$ cat config.mk
export PLATFORM = sky130hd
export DESIGN_NAME = morse_blinker_fsm
export DESIGN_NICKNAME = d
export VERILOG_FILES = /design/src/rtl/morse_pkg.sv /design/src/rtl/morse_unit_timer.sv /design/src/rtl/morse_blinker_fsm.sv
export SDC_FILE = /design/constraint.sdc
export NUM_CORES = 1
export LEC_CHECK = 0
export CORE_ASPECT_RATIO = 1.4
export CORE_MARGIN = 2
export CORE_UTILIZATION = 43
export DETAILED_ROUTE_END_ITERATION = 10
export PLACE_DENSITY = 0.72
export SYNTH_ARGS = -nofsm -noshare
export SYNTH_HDL_FRONTEND = slang
export SYNTH_SLANG_ARGS = --single-unit
$ cat constraint.sdc
create_clock -name i_Clk -period 4 [get_ports i_Clk]
set_input_delay 0.8 -clock i_Clk [delete_from_list [all_inputs] [get_ports i_Clk]]
set_output_delay 0.8 -clock i_Clk [all_outputs]
set_load 0.05 [all_outputs]
$ cat src/rtl/morse_pkg.sv
// morse_pkg: shared Morse widths, limits, FSM state type and default unit counts
package morse_pkg;
  localparam int PATTERN_W = 5;
  localparam int LEN_W = 3;
  localparam int MAX_LEN = 5;
  localparam int DOT_UNITS = 1;
  localparam int DEF_DASH_UNITS = 3;
  localparam int DEF_GAP_UNITS = 1;
  localparam int DEF_CHAR_GAP_UNITS = 3;
  typedef enum logic [1:0] {IDLE, ON, GAP, CHAR_GAP} state_t;
endpackage

$ cat src/rtl/morse_unit_timer.sv
// morse_unit_timer: prescaler plus 2-bit unit counter; expire pulses on the last cycle of target units
// Ports: clk, clear (sync restart from zero), target (units, 1..3), expire (combinational, one cycle)
module morse_unit_timer #(
  parameter int CLKS_PER_UNIT = 12500000
) (
  input  logic       clk,
  input  logic       clear,
  input  logic [1:0] target,
  output logic       expire
);
  localparam int W = $clog2(CLKS_PER_UNIT);
  localparam logic [W-1:0] LAST = W'(CLKS_PER_UNIT - 1);
  logic [W-1:0] presc;
  logic [1:0] units;
  logic tick;
  assign tick = presc == LAST;
  assign expire = tick && units == target - 2'd1;
  always_ff @(posedge clk)
    if (clear) begin
      presc <= '0;
      units <= '0;
    end else if (tick) begin
      presc <= '0;
      units <= units + 2'd1;
    end else
      presc <= presc + 1'b1;
endmodule

$ cat src/rtl/morse_blinker_fsm.sv
// morse_blinker_fsm: plays one latched Morse character on o_LED with standard unit timing
// Ports: i_Clk, i_Rst_L (sync, active-low), i_Start/i_Morse_Pattern/i_Morse_Length/i_Valid (character request),
//        o_LED (registered drive), o_Busy, o_Done (one-cycle), o_Err (one-cycle reject)
// Build option: MORSE_CHAR_GAP_EN adds the trailing inter-character gap before o_Done
module morse_blinker_fsm
  import morse_pkg::*;
#(
  parameter int CLKS_PER_UNIT = 12500000,
  parameter int DASH_UNITS = DEF_DASH_UNITS,
  parameter int GAP_UNITS = DEF_GAP_UNITS,
  parameter int CHAR_GAP_UNITS = DEF_CHAR_GAP_UNITS
) (
  input  logic                 i_Clk,
  input  logic                 i_Rst_L,
  input  logic                 i_Start,
  input  logic [PATTERN_W-1:0] i_Morse_Pattern,
  input  logic [LEN_W-1:0]     i_Morse_Length,
  input  logic                 i_Valid,
  output logic                 o_LED,
  output logic                 o_Busy,
  output logic                 o_Done,
  output logic                 o_Err
);
  state_t state;
  logic [PATTERN_W-1:0] pattern;
  logic [LEN_W-1:0] idx;
  logic [1:0] target;
  logic expire, accept, reject;
  assign accept = state == IDLE && i_Start && i_Valid && i_Morse_Length != '0 && i_Morse_Length <= LEN_W'(MAX_LEN);
  assign reject = state == IDLE && i_Start && !accept;
  always_comb
    target = state == ON  ? (pattern[idx] ? 2'(DASH_UNITS) : 2'(DOT_UNITS)) :
             state == GAP ? 2'(GAP_UNITS) : 2'(CHAR_GAP_UNITS);
  // the timer restarts on every state change, and is parked at zero while idle
  morse_unit_timer #(.CLKS_PER_UNIT(CLKS_PER_UNIT)) u_timer (
    .clk(i_Clk),
    .clear(!i_Rst_L || state == IDLE || expire),
    .target(target),
    .expire(expire)
  );
  always_ff @(posedge i_Clk)
    if (!i_Rst_L) begin
      state <= IDLE;
      pattern <= '0;
      idx <= '0;
      o_LED <= 1'b0;
      o_Busy <= 1'b0;
      o_Done <= 1'b0;
      o_Err <= 1'b0;
    end else begin
      o_Done <= 1'b0;
      o_Err <= reject;
      case (state)
        IDLE: if (accept) begin
          pattern <= i_Morse_Pattern;
          idx <= i_Morse_Length - 1'b1;
          state <= ON;
          o_LED <= 1'b1;
          o_Busy <= 1'b1;
        end
        ON: if (expire) begin
          o_LED <= 1'b0;
          if (idx != '0)
            state <= GAP;
          else begin
`ifdef MORSE_CHAR_GAP_EN
            state <= CHAR_GAP;
`else
            state <= IDLE;
            o_Busy <= 1'b0;
            o_Done <= 1'b1;
`endif
          end
        end
        GAP: if (expire) begin
          idx <= idx - 1'b1;
          state <= ON;
          o_LED <= 1'b1;
        end
`ifdef MORSE_CHAR_GAP_EN
        CHAR_GAP: if (expire) begin
          state <= IDLE;
          o_Busy <= 1'b0;
          o_Done <= 1'b1;
        end
`endif
        default: state <= IDLE;
      endcase
    end
endmodule

# After elaboration in Yosys (flattened, before gate mapping)
# Cells that the tools add are included.
[totals] register_bits=40 out_inout_bits=4 elab_cells=68
[classes] addsub=5 order_cmp=2 n_eq_ne=8 n_mux=21 reduce_logical=23
[op_table] cell="24-bit by 1-bit adder with 24-bit output, second input constant" count=1
[op_table] cell="24-bit equality test, second input constant" count=1
[op_table] cell="2-bit 2-to-1 mux" count=7
[op_table] cell="3-bit AND reduction" count=3
[op_table] cell="3-bit nonzero test" count=3
[op_table] cell="2-bit != test, second input constant" count=4
[op_table] cell="4-bit AND reduction" count=2
[op_table] cell="1-bit 2-to-1 mux" count=7
[op_table] cell="1-bit logical AND" count=6
[op_table] cell="3-bit 2-to-1 mux" count=2
[op_table] cell="2-bit case mux with 3 select lines" count=1
[op_table] cell="3-bit case mux with 2 select lines" count=1
[op_table] cell="3-bit by 1-bit subtractor with 3-bit output, second input constant" count=2
[op_table] cell="3-bit by 4-bit < comparator with 1-bit output, second input constant" count=1
[op_table] cell="2-bit nonzero test" count=2
[op_table] cell="1-bit binary-select mux with 3-bit select" count=1
[op_table] cell="3-bit <= comparator, second input constant" count=1
[op_table] cell="1-bit case mux with 3 select lines" count=1
[op_table] cell="2-bit by 1-bit adder with 2-bit output, second input constant" count=1
[op_table] cell="2-bit by 1-bit equality test with 1-bit output, second input constant" count=1
[op_table] cell="2-bit equality test" count=1
[op_table] cell="2-bit equality test, second input constant" count=1
[op_table] cell="1-bit zero test" count=2
[op_table] cell="2-bit zero test" count=1
[op_table] cell="other kinds (5)" count=6

# Longest topological paths before layout
[depth] word_depth=9 ltp_mapped=8 depth_no_buf=6

# Hierarchy
# From an unflattened synthesis, not the netlist that was laid out.
[hier_totals] cells_unflattened=224 area_unflattened_um2=1970.6
[modules_own_cells] module="morse_unit_timer" n_inst=1 cells_each=147 area_per_inst_um2=1255.0 seq_area_each_um2=520.5
[modules_own_cells] module="morse_blinker_fsm" n_inst=1 cells_each=77 area_per_inst_um2=715.7 seq_area_each_um2=280.3

# Worst setup path after synthesis
# No wires, ideal clock.
[synth_path] path_type="input-to-reg" startpoint="input port i_Morse_Length[2]" endpoint="register o_LED" setup_time_ps=116 arrival_time_ps=1920 required_time_ps=3884 path_slack_ps=1964 stages=6 n_path_buf=1 cell_sequence="or3_1 and4_1 clkbuf_1 o21ai_0 a31oi_1 a41o_1"
[synth_via] elab_chain_cells=5 elab_cells_between_ends=6 cone_classes="order compare (1); eq/ne (1); reduce/logical (4)"
[synth_lines] item="start: declaration" line="morse_blinker_fsm.sv:17" rtl="input logic [LEN_W-1:0] i_Morse_Length,"
[synth_lines] item="branches (longest 2 deep; another with 3-bit <= comparator)"
[synth_lines] item="1-bit logical AND *" line="morse_blinker_fsm.sv:29" rtl="assign accept = state == IDLE && i_Start && i_Valid && i_Morse_Length != '0 && i_Morse_Length <= LEN_W'(MAX_LE ..."
[synth_lines] item="2-bit != test (no source line) *"
[synth_lines] item="4-bit AND reduction (no source line) *"
[synth_lines] item="end signal: assignment" line="morse_blinker_fsm.sv:46" rtl="o_LED <= 1'b0;"
[synth_lines] item="end signal: assignment" line="morse_blinker_fsm.sv:58" rtl="o_LED <= 1'b1;"
[synth_lines] item="end signal: assignment" line="morse_blinker_fsm.sv:62" rtl="o_LED <= 1'b0;"
[synth_lines] item="end: declaration" line="morse_blinker_fsm.sv:19" rtl="output logic o_LED,"
# Mark *: on every way between the ends.
# A chain may end at the register's enable or synchronous reset.

# Worst setup path after layout
[layout_path] startpoint="input port i_Rst_L" endpoint="register u_timer.presc[8]"
[layout_via] elab_chain_cells=4
[layout_lines] item="start: declaration" line="morse_blinker_fsm.sv:14" rtl="input logic i_Rst_L,"
[layout_lines] item="1-bit zero test"
[layout_lines] item="1-bit logical OR (2 in a row)" line="morse_blinker_fsm.sv:37" rtl=".clear(!i_Rst_L || state == IDLE || expire),"
[layout_lines] item="2-bit OR reduction (no source line)"
[layout_lines] item="end signal: assignment" line="morse_unit_timer.sv:26" rtl="presc <= presc + 1'b1;"
[layout_lines] item="end: declaration" line="morse_unit_timer.sv:13" rtl="logic [W-1:0] presc;"
# No other way between the ends.

==> flow_metrics.tcl <==
set metrics [dict create \
    routed_wl_um 4130 \
    vias 1699 \
    clk_pin_slew_ns 0.08 \
    synth_flop_cell "dfxtp_1" \
    post-cts-setup-buffer-count 0 \
    routed.top_layer "met4" \
    final_util 0.505 \
    drive_gt1_frac 0.0478 \
    switching_power_mw 0.171 \
    synth.cell_area_um2 2020 \
    dr_wl_met3_um 120 \
    crit_fanout 23 \
    layout_commonest_cell "dfxtp_1" \
    drv_cap 0 \
    r2r_start "u_timer.presc[0]" \
    filler_cell_count 441 \
    arrival_ns 2.63 \
    critPathKind "input pin to flip-flop" \
    reg2reg_to "u_timer.presc[14]" \
    finalSetupTns_ns 0 \
    ys_top_cells_by_area "dfxtp_1 40%, nor2_1 6.3%, xnor2_1 5.6%" \
    setup_viol 0 \
    grt_pass1_wl_um 6800 \
    ys_ff_latch 40 \
    finalHoldViolCount 0 \
    wl_per_cell_um 13.2 \
    synthArstFlopShare 0 \
    drtAntennaViolNets 0 \
    ios 16 \
    leakage_nw 0.744 \
    worstMarginPinSlew_ns 0.763 \
    die-area_um2 5270 \
    synth_nets 251 \
    layout_common_cells "40 x dfxtp_1, 34 x nor2_1, 26 x nand2_1" \
    syn2layout_area_growth_pct 13.4 \
    grt_max_degree 24 \
    finalCritPeriodShare 0.604 \
    cts_resized 0 \
    first_global_vias 1519 \
    dr.pass1.iters 4 \
    rrSetupSlack_ns 1.62 \
    cts_root_buf "clkbuf_8" \
    slew_viol_final 0 \
    startpoint_type "input pin" \
    cts-hold-fix-buffers 0 \
    hold_path_depth 2 \
    grt_usage 0.167 \
    rows 29 \
    required_ns 4.22 \
    synth_warnings 0 \
    status "completed" \
    synth_edf_count 0 \
    end_kind "flip-flop" \
    seq_area_frac_synth 0.396 \
    drcViolationCount 0 \
    syn_inst 237 \
    place_hpwl_um 3000 \
    cts_buffers 5 \
    hold_end "pattern[0]" \
    startpoint "i_Rst_L" \
    core_um2 4540 \
    met1_length_um 1780 \
    synth_top_area_share 0.396 \
    initial_core_util 0.446 \
    yosysTopAreaCell "dfxtp_1" \
    insertedDiodeCount 0 \
    period_needed_ns 2.42 \
    finClkSkew_ns 0.00916 \
    port_buffers 15 \
    ctsLongestPathBuffers 2 \
    r2r_cells 6 \
    sw_frac_of_total 0.237 \
    grt_overflow 0 \
    final_area_um2 2290 \
    rsz0062_at_grt "false" \
    cts_tree "done" \
    pwr-share-seq 0.571 \
    final_cells 313 \
    htree_levels 2 \
    hp-class "flip-flop to flip-flop" \
    max_freq_mhz 414 \
    ir_worst_vdd_mv 0.181 \
    drt_iter0_drc 74 \
    p_int_mw 0.550 \
    dieWidth_um 62.0 \
    slew_headroom 0.490 \
    finalWeightedCongestion 0.858 \
    clk_latency_ns 0.29 \
    syn_area_per_cell_um2 8.53 \
    placed_area_um2 2210 \
    p_clk_frac 0.347 \
    clock_sinks 40 \
    dp.cells 306 \
    hold_path_startpoint "pattern[0]" \
    nNetsFinal 265 \
    die_y_um 85.1 \
    powerDensity_nw_per_um2 314 \
    yosysUniqueCellTypes 46 \
    wl_met2_um 2210 \
    p_comb_frac 0.082 \
    vias_per_cell 5.43 \
    antenna_found_initial 0 \
]
==> synthesized netlist by cell type, types with 4 or more instances <==
cell type / n
buf_2: 4
and4_1: 7
xnor2_1: 13
nor2_1: 34
nand4_1: 6
xor2_1: 10
and3_1: 4
a21oi_1: 5
nor4_1: 7
mux2i_1: 5
o21ai_0: 8
a21boi_0: 6
nand2_1: 26
clkbuf_1: 4
dfxtp_1: 40
nand3_1: 13
==> how the worst max path moves through the flow <==
stage	end	slack (ns)	depth (start not counted)
floorplan	o_LED	1.96	6
global placement	idx[1]	1.34	6
detailed placement	u_timer.presc[8]	1.27	4
CTS	u_timer.presc[8]	1.56	4
global route	u_timer.presc[2]	1.39	4
finish	u_timer.presc[8]	1.58	4
==> worst max-delay path: stages <==
cell and delay (ns):
clkdlybuf4s50_1 0.80, nor2b_1 0.29, nand2_1 0.50, nor2_1 0.25
==> per-layer routing <==
metal | global-route usage | vias to the layer above
met2 | 0.292 | 30
li1 | - | 880
met1 | 0.196 | 787
met4 | 0.0387 | 0
met3 | 0.0457 | 2
met5 | 0 | -
==> kinds of logic after synthesis <==
kind of cell             share of synthesized area
AO/OA/AOI/OAI                                0.112
flip-flops                                   0.396
adder cells (fa/ha/maj)                     0.0124
buffers and inverters                       0.0210
AND/OR/NAND/NOR                              0.334
multiplexers                                0.0248
XOR/XNOR                                    0.0996
==> per-stage QoR <==
step,hold WS [ns],setup slack [ns],power [mW]
after floorplan,0.438,1.96,0.456
after global placement,0.457,1.34,0.479
after detailed placement,0.461,1.27,0.480
after CTS,0.473,1.56,0.727
after global routing,0.491,1.39,0.753
final,0.471,1.58,0.721
==> flip-flops by register name, indices dropped and copies added (netlist names), 2 cells and up <==
register	flops
state	2
pattern	5
u_timer.presc	24
u_timer.units	2
idx	3
==> area by class of cell <==
class | count | area (um^2) | area share
Sequential cell | 40 | 801 | 0.349
Timing Repair Buffer | 15 | 150 | 0.0655
Tap cell | 62 | 77.6 | 0.0338
Clock inverter | 1 | 5.00 | 0.00218
Clock buffer | 6 | 72.6 | 0.0317
Multi-Input combinational cell | 187 | 1180 | 0.514
Inverter | 2 | 7.51 | 0.00328
==> power groups by stage <==
stage	Clock (mW)	Combinational (mW)	Sequential (mW)
2_1_floorplan	0	0.0314	0.425
3_3_place_gp	0	0.0589	0.420
3_5_place_dp	0	0.0594	0.421
4_1_cts	0.256	0.0596	0.411
5_1_grt	0.276	0.0648	0.412
6_report	0.250	0.0592	0.411
(Power assumes the default switching activity.)
